===== config.mk =====
export PLATFORM = sky130hd
export DESIGN_NAME = heap_root_ctrl
export DESIGN_NICKNAME = d
export VERILOG_FILES = /design/src/rtl/heap_pkg.sv /design/src/rtl/gap_timer.sv /design/src/rtl/heap_root_ctrl.sv
export SDC_FILE = /design/constraint.sdc
export NUM_CORES = 1
export LEC_CHECK = 0
export ABC_AREA = 1
export ABC_CLOCK_PERIOD_IN_PS = 3450
export BUFFER_PORTS_ARGS = -buffer_cell sky130_fd_sc_hd__buf_2
export CORE_UTILIZATION = 50
export DETAILED_ROUTE_END_ITERATION = 8
export GPL_TIMING_DRIVEN = 0
export PLACE_DENSITY = 0.77
export SLEW_MARGIN = 20
export SYNTH_ARGS = -nofsm -noshare
export SYNTH_HDL_FRONTEND = slang
export SYNTH_HIERARCHICAL = 1
export SYNTH_SLANG_ARGS = --single-unit

===== constraint.sdc =====
create_clock -name clk -period 3.45 [get_ports clk]
set_input_delay 0.345 -clock clk [delete_from_list [all_inputs] [get_ports clk]]
set_output_delay 0.345 -clock clk [all_outputs]
set_load 0.05 [all_outputs]

===== src/rtl/heap_pkg.sv =====
// Shared types and constants for the pipelined heap: FSM states, data width,
// the flush sentinel and the default sift-down spacing.
package heap_pkg;

   localparam int unsigned DATA_W         = 32;
   localparam int unsigned GAP_CYCLES_DEF = 8;

   // Largest unsigned word, so a flushed slot always sinks to the bottom
   localparam logic [DATA_W-1:0] SENTINEL_DEF = 32'hFFFF_FFFF;

   typedef enum logic [2:0] {
      ST_IDLE,
      ST_INIT,
      ST_ACTIVE,
      ST_READ,
      ST_EMIT,
      ST_WRITE,
      ST_GAP
   } heap_state_e;

endpackage


===== src/rtl/gap_timer.sv =====
// Loadable down-counter with a registered zero flag; saturates at zero.
module gap_timer #(
   parameter int unsigned CNT_W = 4
) (
   input  logic             clk,
   input  logic             rst,
   input  logic             i_load,
   input  logic [CNT_W-1:0] i_load_val,
   input  logic             i_dec,
   output logic             o_zero
);

   logic [CNT_W-1:0] r_cnt;
   logic             r_zero;

   // Flag tracks the count so the controller never decodes the counter itself
   always_ff @(posedge clk) begin
      if (rst) begin
         r_cnt  <= '0;
         r_zero <= 1'b1;
      end else if (i_load) begin
         r_cnt  <= i_load_val;
         r_zero <= (i_load_val == '0);
      end else if (i_dec && !r_zero) begin
         r_cnt  <= r_cnt - CNT_W'(1);
         r_zero <= (r_cnt == CNT_W'(1));
      end
   end

   assign o_zero = r_zero;

endmodule


===== src/rtl/heap_root_ctrl.sv =====
// Root-side replace-top controller: pops the root to a stream, writes the new
// value and launches level-1 sift-down. Define HEAP_SENTINEL_DROP_EN to suppress emitting popped sentinels.
module heap_root_ctrl
   import heap_pkg::*;
#(
   parameter int unsigned        GAP_CYCLES = GAP_CYCLES_DEF,
   parameter logic [DATA_W-1:0]  SENTINEL   = SENTINEL_DEF
) (
   input  logic              clk,
   input  logic              rst,
   input  logic              start,
   output logic              busy,
   input  logic              s_valid,
   output logic              s_ready,
   input  logic [DATA_W-1:0] s_data,
   input  logic              flush,
   input  logic              stop,
   output logic              m_valid,
   input  logic              m_ready,
   output logic [DATA_W-1:0] m_data,
   input  logic [DATA_W-1:0] root_q,
   output logic [DATA_W-1:0] root_data,
   output logic              root_wren,
   output logic              initialize,
   output logic              update_out,
   output logic              address_updated_out
);

   localparam int unsigned CNT_W = $clog2(GAP_CYCLES + 1);

   heap_state_e       r_state, w_next;
   logic              w_take_word, w_take_flush, w_gap_zero;
   logic              r_busy, r_s_ready, r_m_valid, r_root_wren, r_update, r_initialize;
   logic              r_stop_pend;
   logic [DATA_W-1:0] r_new_val, r_m_data, r_root_data;

   // Counter is loaded as WRITE is entered and counts through WRITE, so the
   // next accept lands GAP_CYCLES cycles after the update_out pulse
   gap_timer #(.CNT_W(CNT_W)) u_gap_timer (
      .clk        (clk),
      .rst        (rst),
      .i_load     (w_next == ST_WRITE),
      .i_load_val (CNT_W'(GAP_CYCLES - 1)),
      .i_dec      ((r_state == ST_WRITE) || (r_state == ST_GAP)),
      .o_zero     (w_gap_zero)
   );

   always_ff @(posedge clk) begin
      if (rst) r_state <= ST_IDLE;
      else     r_state <= w_next;
   end

   always_comb begin
      w_next       = r_state;
      w_take_word  = 1'b0;
      w_take_flush = 1'b0;
      case (r_state)
         ST_IDLE:   if (start) w_next = ST_INIT;
         ST_INIT:   w_next = ST_ACTIVE;
         ST_ACTIVE: begin
            if (s_valid) begin
               w_next      = ST_READ;
               w_take_word = 1'b1;
            end else if (flush) begin
               w_next       = ST_READ;
               w_take_flush = 1'b1;
            end else if (stop || r_stop_pend) begin
               w_next = ST_IDLE;
            end
         end
`ifdef HEAP_SENTINEL_DROP_EN
         ST_READ:   w_next = (root_q == SENTINEL) ? ST_WRITE : ST_EMIT;
`else
         ST_READ:   w_next = ST_EMIT;
`endif
         ST_EMIT:   if (m_ready) w_next = ST_WRITE;
         ST_WRITE:  w_next = ST_GAP;
         ST_GAP:    if (w_gap_zero) w_next = ST_ACTIVE;
         default:   w_next = ST_IDLE;
      endcase
   end

   // Outputs are registered from the next state so they align with the state itself
   always_ff @(posedge clk) begin
      if (rst) begin
         r_busy       <= 1'b0;
         r_s_ready    <= 1'b0;
         r_m_valid    <= 1'b0;
         r_root_wren  <= 1'b0;
         r_update     <= 1'b0;
         r_initialize <= 1'b0;
         r_stop_pend  <= 1'b0;
         r_new_val    <= '0;
         r_m_data     <= '0;
         r_root_data  <= '0;
      end else begin
         r_busy       <= (w_next != ST_IDLE);
         r_s_ready    <= (w_next == ST_ACTIVE);
         r_m_valid    <= (w_next == ST_EMIT);
         r_root_wren  <= (w_next == ST_WRITE);
         r_update     <= (w_next == ST_WRITE);
         r_initialize <= (r_state == ST_INIT);
         if (r_state == ST_IDLE) r_stop_pend <= 1'b0;
         else if (stop)          r_stop_pend <= 1'b1;
         if (w_take_word)        r_new_val <= s_data;
         else if (w_take_flush)  r_new_val <= SENTINEL;
         if (r_state == ST_READ) r_m_data <= root_q;
         if (w_next == ST_WRITE) r_root_data <= r_new_val;
      end
   end

   assign busy                = r_busy;
   assign s_ready             = r_s_ready;
   assign m_valid             = r_m_valid;
   assign m_data              = r_m_data;
   assign root_data           = r_root_data;
   assign root_wren           = r_root_wren;
   assign initialize          = r_initialize;
   assign update_out          = r_update;
   assign address_updated_out = 1'b0;

endmodule


# Yosys cells after proc, flatten, opt, wreduce, memory -nomap -nowiden
# Index checks and enable logic that the tools add are counted.
[word_totals] ff_bits=110 latchBits=0 ram_bits=0 romBits=0 word_cells=52 n_memories=0
[classes] add_sub_neg=1 multipliers=0 div_mod_pow=0 magnitude_cmp=0 n_eq_ne=10 n_shift=0 muxes=18 bitwise=0 n_reduce_logical=10
[ops] op="32-bit two-way mux" n=2
[ops] op="3-bit two-way mux" n=8
[ops] op="3-bit case mux with 7 select lines" n=1
[ops] op="3-bit == test (second input constant)" n=5
[ops] op="3-bit by 2-bit == test with 1-bit output (second input constant)" n=3
[ops] op="1-bit two-way mux" n=7
[ops] op="4-bit by 1-bit == test with 1-bit output (second input constant)" n=1
[ops] op="2-bit nonzero test" n=2
[ops] op="2-bit OR reduction" n=2
[ops] op="4-bit by 1-bit subtractor with 4-bit output (second input constant)" n=1
[ops] op="3-bit by 1-bit == test with 1-bit output (second input constant)" n=1
[ops] op="3-bit zero test" n=1
[ops] op="3-bit nonzero test" n=1
[ops] op="1-bit logical OR" n=2
[ops] op="1-bit logical AND" n=1
[ops] op="1-bit zero test" n=1

# Longest topological paths before layout
# Gate-level depths: netlist of run 1.
[depth] ltp_word=7 ltp_mapped=9 depth_no_buf=9

# Hierarchy
# Netlist of run 1, hierarchy kept.
[by_module_without_submodules] module="heap_root_ctrl" n_inst=1 cells_per_inst=475 area_per_inst_um2=3719.8 seq_area_each_um2=2102.0
[by_module_without_submodules] module="gap_timer" n_inst=1 cells_per_inst=52 area_per_inst_um2=336.6 seq_area_each_um2=100.1

# Least setup slack after synthesis of run 1
# No wires, ideal clock.
[synth_path] path_kind="reg2reg" start="register r_state[0]" end="register u_gap_timer.r_cnt[3]" setup_time_ps=70 t_arrival_ps=1249 required_ps=3380 path_slack_ps=2131 path_stages_with_launch=10 path_cell_list="dfxtp_1 inv_2 nand4_2 clkinv_2 buf_6 inv_2 nand3_1 nand2_1 inv_1 a21oi_1"
[synth_via] elab_chain_cells=6
[synth_rtl] element="start, declared" line="heap_root_ctrl.sv:31" rtl="heap_state_e r_state, w_next;"
[synth_rtl] element="start signal, assigned" line="heap_root_ctrl.sv:50" rtl="else r_state <= w_next;"
[synth_rtl] element="3-bit two-way mux" line="heap_root_ctrl.sv:67" rtl="end else if (stop || r_stop_pend) begin"
[synth_rtl] element="3-bit two-way mux" line="heap_root_ctrl.sv:64" rtl="end else if (flush) begin"
[synth_rtl] element="3-bit two-way mux" line="heap_root_ctrl.sv:61" rtl="if (s_valid) begin"
[synth_rtl] element="3-bit case mux with 7 select lines" line="heap_root_ctrl.sv:57" rtl="case (r_state)"
[synth_rtl] element="3-bit == test" line="heap_root_ctrl.sv:42" rtl=".i_load (w_next == ST_WRITE),"
[synth_rtl] element="2-bit OR reduction (no source line)"
[synth_rtl] element="end signal, assigned" line="gap_timer.sv:22" rtl="r_cnt <= i_load_val;"
[synth_rtl] element="end signal, assigned" line="gap_timer.sv:25" rtl="r_cnt <= r_cnt - CNT_W'(1);"
[synth_rtl] element="end, declared" line="gap_timer.sv:13" rtl="logic [CNT_W-1:0] r_cnt;"
# Several ways; a longest one is shown, not always the timed one.
# A chain may end at the register's enable or synchronous reset.

# Worst setup path in the final report of run 1
# Same ends and word-level chain as after synthesis.

==> reports/results.ini, run 1 <==
[outcome]
status = finished clean

[timing]
finalSetupViolations = 0
final.min_clock_period_ps = 1560
fin_tns_setup_ps = 0
hold_violations = 0
fin_crit_sh_pct = 45.2
slew_viol_final = 0
fin_worst_skew_ps = 12.7
fmax_mhz = 642
fin_ws_ps = 1890
rsz0062_at_grt = false

[floorplan]
io_pins = 142
num_rows = 32
die_w_um = 92.1
core-area_um2 = 7770
die_y_um = 92.1
start_util_pct = 52.2
dieArea_um2 = 8480

[power]
peakVddDrop_uv = 241
power.density_nw_per_um2 = 470
leakagePower_nw = 2.33

[placed_design]
place_hpwl_um = 7020
pre_cts_ws_ps = 1840
place_congestion = 0.832
placement.cell_area_um2 = 4910
port_buffers = 140

[global_route]
grt_max_degree = 20
grt_pass1_wl_um = 15200
track_usage_pct = 22.5
antenna_found_initial = 0
gr-total-overflow = 0
grt_pass1_vias = 3512

[layout]
nFillCells = 736
design_area_um2 = 5100
layout_common_cells = buf_2 (149), nor2_1 (139), dfxtp_1 (110)
syn_to_final_growth_pct = 25.7
antenna_cells = 0
fin_nets = 758
drive_gt1_share_pct = 27.7
mostFrequentLayoutCell = buf_2

[clocking]
post_cts_buffers = 0
path_clk_slew_ps = 110
cts_root_buffer = clkbuf_8
postCtsHoldBufs = 0
clockBufferDepth = 2
cts_made_buffers = 9
insertion_delay_ps = 360
cts_tree = yes
cts_max_level = 3
cts.sinks = 110
post_cts_resize_count = 0

[synth]
synth_top_area_cell = dfxtp_1
yosysTopAreaCellShare_pct = 54.3
synth_top_family_by_area = simple AND/OR/NAND/NOR gates
synth-simple-area-share_pct = 25.0
synth.mux.area_fraction_pct = 0
netlist_instances = 527
synthTopCellsByArea = dfxtp_1 (54%), nor2_1 (13%), nand2_1 (8.7%), o21ai_0 (7.0%), a21oi_1 (4.4%)
synthAdderAreaFrac_pct = 0.617
synth_xor_area_share_pct = 0
ys_seq_area_share_pct = 54.3
ys_types = 24
syn_area_um2 = 4060
ys_warn_count = 6
synth_area_per_cell_um2 = 7.70
synth-compound-area-share_pct = 13.0
ys_seq_elements = 110

[drt]
drt_first_pass_iters = 4
antenna_left = 0
wl_per_cell_um = 11.6
drt_wl_total_um = 9190
drtIter0Drc = 168
via_count = 3767
vias_per_cell = 4.76
route.detailed.drc = 0

[worst_setup_path]
startpoint = r_state[0]
r2r_end = u_gap_timer/r_cnt[3]
r2r-start = r_state[0]
rrSetupSlack_ps = 1890
path_max_fanout = 17
crit_path_end = u_gap_timer/r_cnt[3]
arrival_ps = 1850
rr_worst_depth = 9
crit_type = reg -> reg
worstSetupEndpointType = register
required_ps = 3740
startpoint_type = register

[min_path]
hp-class = in -> reg
hold_path_startpoint = root_q[26]

[flow_run]
cap_violations = 0

Yosys cell counts:
cell	instances
nor2_1	139
dfxtp_1	110
nand2_1	94
o21ai_0	57
a21oi_1	36
inv_1	16
nand3_1	11
o21ai_1	11
clkbuf_1	10
buf_2	9
buf_4	6
buf_6	6
inv_2	5
nor3_1	3
conb_1	2
ha_1	2
nand2_2	2
nor2_2	2
a21oi_2	1
clkinv_2	1
nand2_4	1
nand3_2	1
nand4_2	1
nor3_2	1
power breakdown:
group,switching [mW],internal (mW),leakage (nW)
registers,0.0287,1.32,0.891
clock network,0.450,0.300,0.0997
logic,0.194,0.102,1.34
total,0.672,1.73,2.33
how the worst min path moves through the flow:
stage          cells past startpoint                    to  slack [ps]
2_1_floorplan                      1  u_gap_timer/r_cnt[1]         410
3_3_place_gp                       2         root_data[17]         450
3_5_place_dp                       2         root_data[15]         450
4_1_cts                            2  u_gap_timer/r_cnt[1]         190
5_1_grt                            2  u_gap_timer/r_cnt[1]         200
6_report                           3            m_data[26]         210
per-stage QoR:
| step | hold slack, ps | std cells | utilization [%] | power, mW |
|---|---|---|---|---|
| after global placement | 448 | 776 | 63.2 | 1.67 |
| after CTS | 194 | 792 | 65.7 | 2.42 |
| after floorplan | 407 | 534 | - | 1.58 |
| after global routing | 204 | 792 | 65.7 | 2.51 |
| after detailed placement | 452 | 776 | 63.2 | 1.68 |
| final | 207 | 792 | 65.7 | 2.40 |
critical path, stage by stage, from the launching register on:
cell,delay [ps]
dfxtp_1,470
inv_2,70
nand4_2,180
clkinv_2,160
buf_6,190
inv_2,130
nand3_1,90
nand2_1,60
inv_1,30
a21oi_1,110
final cells by class:
class / count / area (um^2) / area share [%]
clock buffer: 11 / 141 / 2.77
inverter: 22 / 83.8 / 1.64
clock inverter: 5 / 47.5 / 0.932
multi-input combinational: 371 / 1600 / 31.4
buffer: 31 / 195 / 3.83
sequential: 110 / 2200 / 43.2
tap: 102 / 128 / 2.50
timing repair buffer: 140 / 701 / 13.7
state kept, by name (all words and copies together), names as in the netlist:
signal	flops
s_ready	1
root_data	32
m_data	32
busy	1
u_gap_timer/r_cnt	4
r_state	3
m_valid	1
update_out	1
r_stop_pend	1
u_gap_timer/o_zero	1
r_new_val	32
initialize	1
layer usage:
metal  vias to the layer above  wire [um]  GRT usage (%)
met1                      1656       4010           26.9
met2                       125       4330           38.9
met5                         -          0              0
li1                       1972          -              -
met4                         0        124           8.33
met3                        14        723           5.39
kinds of logic after synthesis:
family,count (synthesis)
adder cells (fa/ha/maj),2
AO/OA/AOI/OAI,105
buffers and inverters,53
flip-flops,110
other,2
AND/OR/NAND/NOR,255
Note: power is estimated with default switching activity, not from simulation.
==> run 2: changes to the inputs <==
--- a/config.mk
+++ b/config.mk
@@ -6,12 +6,12 @@
 export NUM_CORES = 1
 export LEC_CHECK = 0
 export ABC_AREA = 1
-export ABC_CLOCK_PERIOD_IN_PS = 3450
+export ABC_CLOCK_PERIOD_IN_PS = 1290
 export BUFFER_PORTS_ARGS = -buffer_cell sky130_fd_sc_hd__buf_2
-export CORE_UTILIZATION = 50
+export CORE_UTILIZATION = 44
 export DETAILED_ROUTE_END_ITERATION = 8
 export GPL_TIMING_DRIVEN = 0
-export PLACE_DENSITY = 0.77
+export PLACE_DENSITY = 0.72
 export SLEW_MARGIN = 20
 export SYNTH_ARGS = -nofsm -noshare
 export SYNTH_HDL_FRONTEND = slang
==> constraint.sdc (replaced) <==
create_clock -name clk -period 1.29 [get_ports clk]
set_input_delay 0.129 -clock clk [delete_from_list [all_inputs] [get_ports clk]]
set_output_delay 0.129 -clock clk [all_outputs]
set_load 0.05 [all_outputs]
==> reports/results.ini, run 2 (synthesized netlist as in run 1, its figures left out) <==
[worst_setup_path]
r2r_end = r_new_val[31]
rr_worst_depth = 7
startpoint_type = register
worstSetupEndpointType = register
startpoint = r_state[0]
r2r-start = r_state[0]
cpPeakStageDelay_ps = 390
rrSetupSlack_ps = 50
required_ps = 1550
path_cells = inv_4 > nand2_2 > nor2_4 > nand2_4 > buf_6 > o21ai_1 > nor2_1
cp_num_buf_inv = 2
crit_slowest_cell = dfxtp_4
crit_type = reg -> reg
arrival_ps = 1500
cp_top_family = flip-flops
path_max_fanout = 10

[clocking]
insertion_delay_ps = 360
cts.sinks = 110
cts_max_level = 3
cts_made_buffers = 9
path_clk_slew_ps = 110
cts_tree = yes
clockBufferDepth = 2
cts_root_buffer = clkbuf_8

[layout]
fin_nets = 785
syn_to_final_growth_pct = 36.8
mostFrequentLayoutCell = buf_2
antenna_cells = 0
layout_common_cells = buf_2 (143), nor2_1 (138), dfxtp_1 (107)
design_area_um2 = 5550
drive_gt1_share_pct = 30.1
final_core_util_pct = 63.0

[power]
power.density_nw_per_um2 = 1210
peakVddDrop_uv = 695
leakagePower_nw = 2.49

[timing]
rsz0062_at_grt = true
fmax_mhz = 809
slew_headroom_pct = 63.1
finalSetupViolations = 0
slew_viol_final = 0
final.min_clock_period_ps = 1240
fin_crit_sh_pct = 95.9
fin_ws_ps = 53.2
hold_violations = 0
fin_worst_skew_ps = 12.5
worst_pin_slew_ps = 554

[global_route]
gr-total-overflow = 0
top_usage_layer = met2
met3_usage_pct = 6.87
grt_pass1_vias = 3745
use_met1_pct = 25.2
grt_max_degree = 21
track_usage_pct = 21.4
grt_pass1_wl_um = 16500
antenna_found_initial = 0
grt_use_met2_pct = 37.7

[placed_design]
place_congestion = 0.799
placement.cell_area_um2 = 4920
pre_cts_ws_ps = -216
place_hpwl_um = 7200
port_buffers = 140

[min_path]
hp-class = in -> reg
hold_path_startpoint = s_data[2]
min_to = r_new_val[2]
min_path_cells = 3

[drt]
vias_per_cell = 4.72
via_count = 3893
antenna_left = 0
route.detailed.drc = 11
wl_per_cell_um = 12.2
drt_first_pass_iters = 7
drtIter0Drc = 107
drt_wl_total_um = 10100

[floorplan]
io_pins = 142
die_y_um = 98.0
start_util_pct = 46.1
die_w_um = 98.0
core-area_um2 = 8810
dieArea_um2 = 9610
num_rows = 34

[outcome]
status = finished, violations left
violations = DRC

[flow_run]
cap_violations = 0

-- run 2: what timing repair did --
action                     in CTS  in global routing
gates cloned                    0                  1
setup endpoints to repair      56                 82
pin swaps                       1                  7
hold buffers                   17                  5
hold endpoints to repair       17                  5
gates resized for setup        11                 70
buffers inserted                1                  3
-- run 2: per-layer routing --
layer  vias up  part of all wire (%)
li1       2031                     -
met1      1726                    44
met2       129                    48
met3         7                   7.4
met4         0                  0.65
met5         -                     0
-- run 2: final cells by class --
type | instances | area (um^2)
repair buffers | 167 | 958
fillers | 809 | 3260
inverters | 22 | 110
plain buffers | 31 | 241
clock buffers | 9 | 124
multi-input cells | 371 | 1680
flip-flops and latches | 110 | 2210
clock inverters | 7 | 88.8
well taps | 108 | 135
-- run 2: how the worst max path moves through the flow --
stage	to	slack, ps	depth (start not counted)
detailed placement	u_gap_timer/r_cnt[3]	-220	8
CTS	u_gap_timer/r_cnt[3]	10	9
global placement	u_gap_timer/r_cnt[3]	-190	8
finish	r_new_val[31]	50	7
global route	r_new_val[16]	-30	7
floorplan	u_gap_timer/r_cnt[3]	8	8
-- run 2: report_power, final --
part	switching [mW]	internal, mW
Sequential	0.0817	3.54
Combinational	0.567	0.351
Clock	1.24	0.950
Total	1.89	4.84
-- run 2: worst reg2reg max path: cells and delay by family (launching register included) --
kind | cells | cell delay, ps
AOI/OAI and AO/OA | 1 | 140
buffers and inverters | 2 | 230
DFF | 1 | 390
and+or+nand+nor | 4 | 390
-- run 2: through the flow --
step	TNS, ps	hold slack (ps)	instances	total power [mW]
final	0	2.20	825	6.73
after floorplan	0	191	534	4.23
after global routing	-83.0	0.0406	825	7.03
after detailed placement	-3160	364	782	4.49
after global placement	-1840	361	782	4.46
after CTS	0	0.673	816	6.71
==> run 3: changes to the inputs <==
--- a/config.mk
+++ b/config.mk
@@ -5,10 +5,9 @@
 export SDC_FILE = /design/constraint.sdc
 export NUM_CORES = 1
 export LEC_CHECK = 0
-export ABC_AREA = 1
 export ABC_CLOCK_PERIOD_IN_PS = 1290
 export BUFFER_PORTS_ARGS = -buffer_cell sky130_fd_sc_hd__buf_2
-export CORE_UTILIZATION = 44
+export CORE_UTILIZATION = 45
 export DETAILED_ROUTE_END_ITERATION = 8
 export GPL_TIMING_DRIVEN = 0
 export PLACE_DENSITY = 0.72
==> reports/results.ini, run 3 <==
[clocking]
cts_made_buffers = 9
insertion_delay_ps = 370
cts_tree = yes
cts_max_level = 3
path_clk_slew_ps = 100
cts.sinks = 110
clockBufferDepth = 2
cts_root_buffer = clkbuf_8

[worst_setup_path]
path_cells = buf_6 > buf_6 > nor3_4 > buf_12 > clkbuf_16 > nor2_2 > a311oi_2
crit_type = reg -> reg
required_ps = 1560
rrSetupSlack_ps = -240
crit_slowest_cell = dfxtp_2
startpoint_type = register
r2r-start = r_state[0]
startpoint = r_state[0]
crit_path_end = r_new_val[17]
worstSetupEndpointType = register
r2r_end = r_new_val[17]
rr_worst_depth = 7
path_max_fanout = 6
cp_common_cell = buf_6
cpPeakStageDelay_ps = 340
arrival_ps = 1800

[timing]
hold_violations = 0
fin_ws_ps = -243
final.min_clock_period_ps = 1530
slew_headroom_pct = 51.2
slew_viol_final = 0
fmax_mhz = 652
worst_pin_slew_ps = 732
finalSetupViolations = 101
rsz0062_at_grt = true
fin_worst_skew_ps = 17.5
fin_crit_sh_pct = 119

[synth]
synth-compound-area-share_pct = 20.6
synth-simple-area-share_pct = 19.0
netlist_instances = 499
syn_area_um2 = 4320
synthTopCellsByArea = dfxtp_1 (51%), nand2_1 (11%), a311oi_2 (9.7%), a21oi_1 (8.1%), nor2_1 (3.6%)
ys_warn_count = 6
ys_seq_area_share_pct = 51.0
synth_xor_area_share_pct = 0.609
synth_area_per_cell_um2 = 8.65
ys_seq_elements = 110
synth_top_family_by_area = compound AO/OA/AOI/OAI gates
ys_types = 39
synth_edf_count = 0
synth_most_common_cell = nand2_1
yosys-top-cells-count = nand2_1 (130), dfxtp_1 (110), a21oi_1 (70), nor2_1 (41), inv_1 (37)
synthAdderAreaFrac_pct = 0.580
synth_top_flop_cell = dfxtp_1
synthArstFlopShare_pct = 0
yosysTopAreaCellShare_pct = 51.0
synth_top_area_cell = dfxtp_1
synth.mux.area_fraction_pct = 0

[placed_design]
port_buffers = 139
place_inst = 773
place_hpwl_um = 7470
place_congestion = 0.774

[drt]
drt_first_pass_iters = 5
vias_per_cell = 5.02
drtIter0Drc = 120
drt_wl_total_um = 13200
antenna_left = 0
via_count = 4336
wl_per_cell_um = 15.3
route.detailed.drc = 0

[global_route]
gr-total-overflow = 0
antenna_found_initial = 0
grt_pass1_vias = 4006
track_usage_pct = 23.0
grt_max_degree = 19
grt_pass1_wl_um = 18300

[floorplan]
start_util_pct = 46.5
core-area_um2 = 9280
die_w_um = 99.9
io_pins = 142
die_y_um = 99.9
num_rows = 35
dieArea_um2 = 9990

[power]
power_mw = 7.17
leakagePower_nw = 3.01
p_int_mw = 5.05
peakVddDrop_uv = 577
switchingPower_mw = 2.12
combPwrFrac_pct = 21.6
pwr-share-clk_pct = 27.2
seq_power_share_pct = 51.2
power.density_nw_per_um2 = 1020
switching_share_pct = 29.6

[layout]
mostFrequentLayoutCell = buf_2
antenna_cells = 0
syn_to_final_growth_pct = 62.6
layoutNonFillerInstCount = 863
layout_common_cells = buf_2 (140), dfxtp_1 (107), nand2_1 (79)
fin_nets = 802
nFillCells = 628
drive_gt1_share_pct = 53.4

[flow_run]
cap_violations = 0

[outcome]
violations = setup timing
status = finished, violations left

[min_path]
hp-class = in -> reg

-- run 3: changes by cell type after synthesis, moves of 3 or more --
cell      previous run  this run
inv_2                5         1
nand3_1             11         0
nand3b_1             0         5
a21oi_1             36        70
o21ai_0             57         1
clkbuf_1            10        20
nand2_1             94       130
inv_1               16        37
buf_6                6         3
nor2_1             139        41
a311oi_2             0        28
a311oi_1             0         5
o21ai_1             11         1
-- run 3: layout make-up --
type / count / area [um^2] / share of cell area (%)
repair buffers: 216 / 1580 / 22.5
inverters: 38 / 150 / 2.14
flip-flops and latches: 110 / 2210 / 31.4
plain buffers: 36 / 333 / 4.74
clock inverters: 5 / 41.3 / 0.588
clock buffers: 11 / 141 / 2.01
multi-input cells: 318 / 2410 / 34.3
well taps: 129 / 161 / 2.30
-- run 3: stage by stage --
| step | hold slack [ps] | setup WS (ps) | cell area (um^2) | utilization, % | TNS (ps) |
|---|---|---|---|---|---|
| CTS | 1.53 | -192 | 6020 | 64.8 | -7680 |
| floorplan | 194 | -106 | 4370 | - | -3270 |
| finish | 10.4 | -243 | 7020 | 75.6 | -11460 |
| detailed placement | 376 | -343 | 5230 | 56.3 | -22130 |
| global placement | 370 | -347 | 5230 | 56.3 | -19040 |
| global route | 0.705 | -317 | 7020 | 75.6 | -19480 |
-- run 3: what timing repair did --
item,CTS,global route
gates cloned,4,10
setup endpoints to repair,102,102
setup buffers,19,17
hold endpoints to repair,27,1
pin swaps,25,88
hold buffers,27,1
resized for setup,40,208
-- run 3: worst min-delay path by stage --
| stage | start | slack [ps] | cells after the start | endpoint |
|---|---|---|---|---|
| after detailed placement | root_q[30] | 380 | 3 | m_data[30] |
| after global routing | root_q[7] | 0.7 | 3 | m_data[7] |
| after global placement | root_q[30] | 370 | 3 | m_data[30] |
| final | root_q[13] | 10 | 3 | m_data[13] |
| after CTS | root_q[8] | 2 | 3 | m_data[8] |
| after floorplan | rst | 190 | 1 | u_gap_timer/r_cnt[0] |
-- run 3: kinds of logic (layout without fill, tap and decap cells) --
family,count (synthesis),after routing
and+or+nand+nor,193,193
AOI/OAI and AO/OA,112,112
DFF,110,110
buffers and inverters,77,306
xor gates and xnor gates,3,3
adders and majority gates,2,2
other,2,8
-- run 3: critical path: cells and delay by family, from the launching register on --
kind,cells,cell delay (ps)
AO/OA/AOI/OAI,1,210
buffers and inverters,4,570
flip-flops,1,340
AND/OR/NAND/NOR,2,330
-- run 3: metal layers --
layer  global-route usage (%)  vias to the layer above  share of wire [%]
met1                     26.8                     2040                 40
met4                     9.28                        0                2.3
met3                     3.76                       30                5.2
met2                     41.7                      170                 53
li1                         -                     2096                  -
met5                        0                        -                  0
-- run 3: power by group through the flow --
stage	clock network, mW	logic, mW	registers, mW
floorplan	0	0.603	3.83
global placement	0	0.982	3.70
detailed placement	0	1.01	3.71
CTS	1.98	1.22	3.64
global route	2.12	1.65	3.69
finish	1.95	1.55	3.67
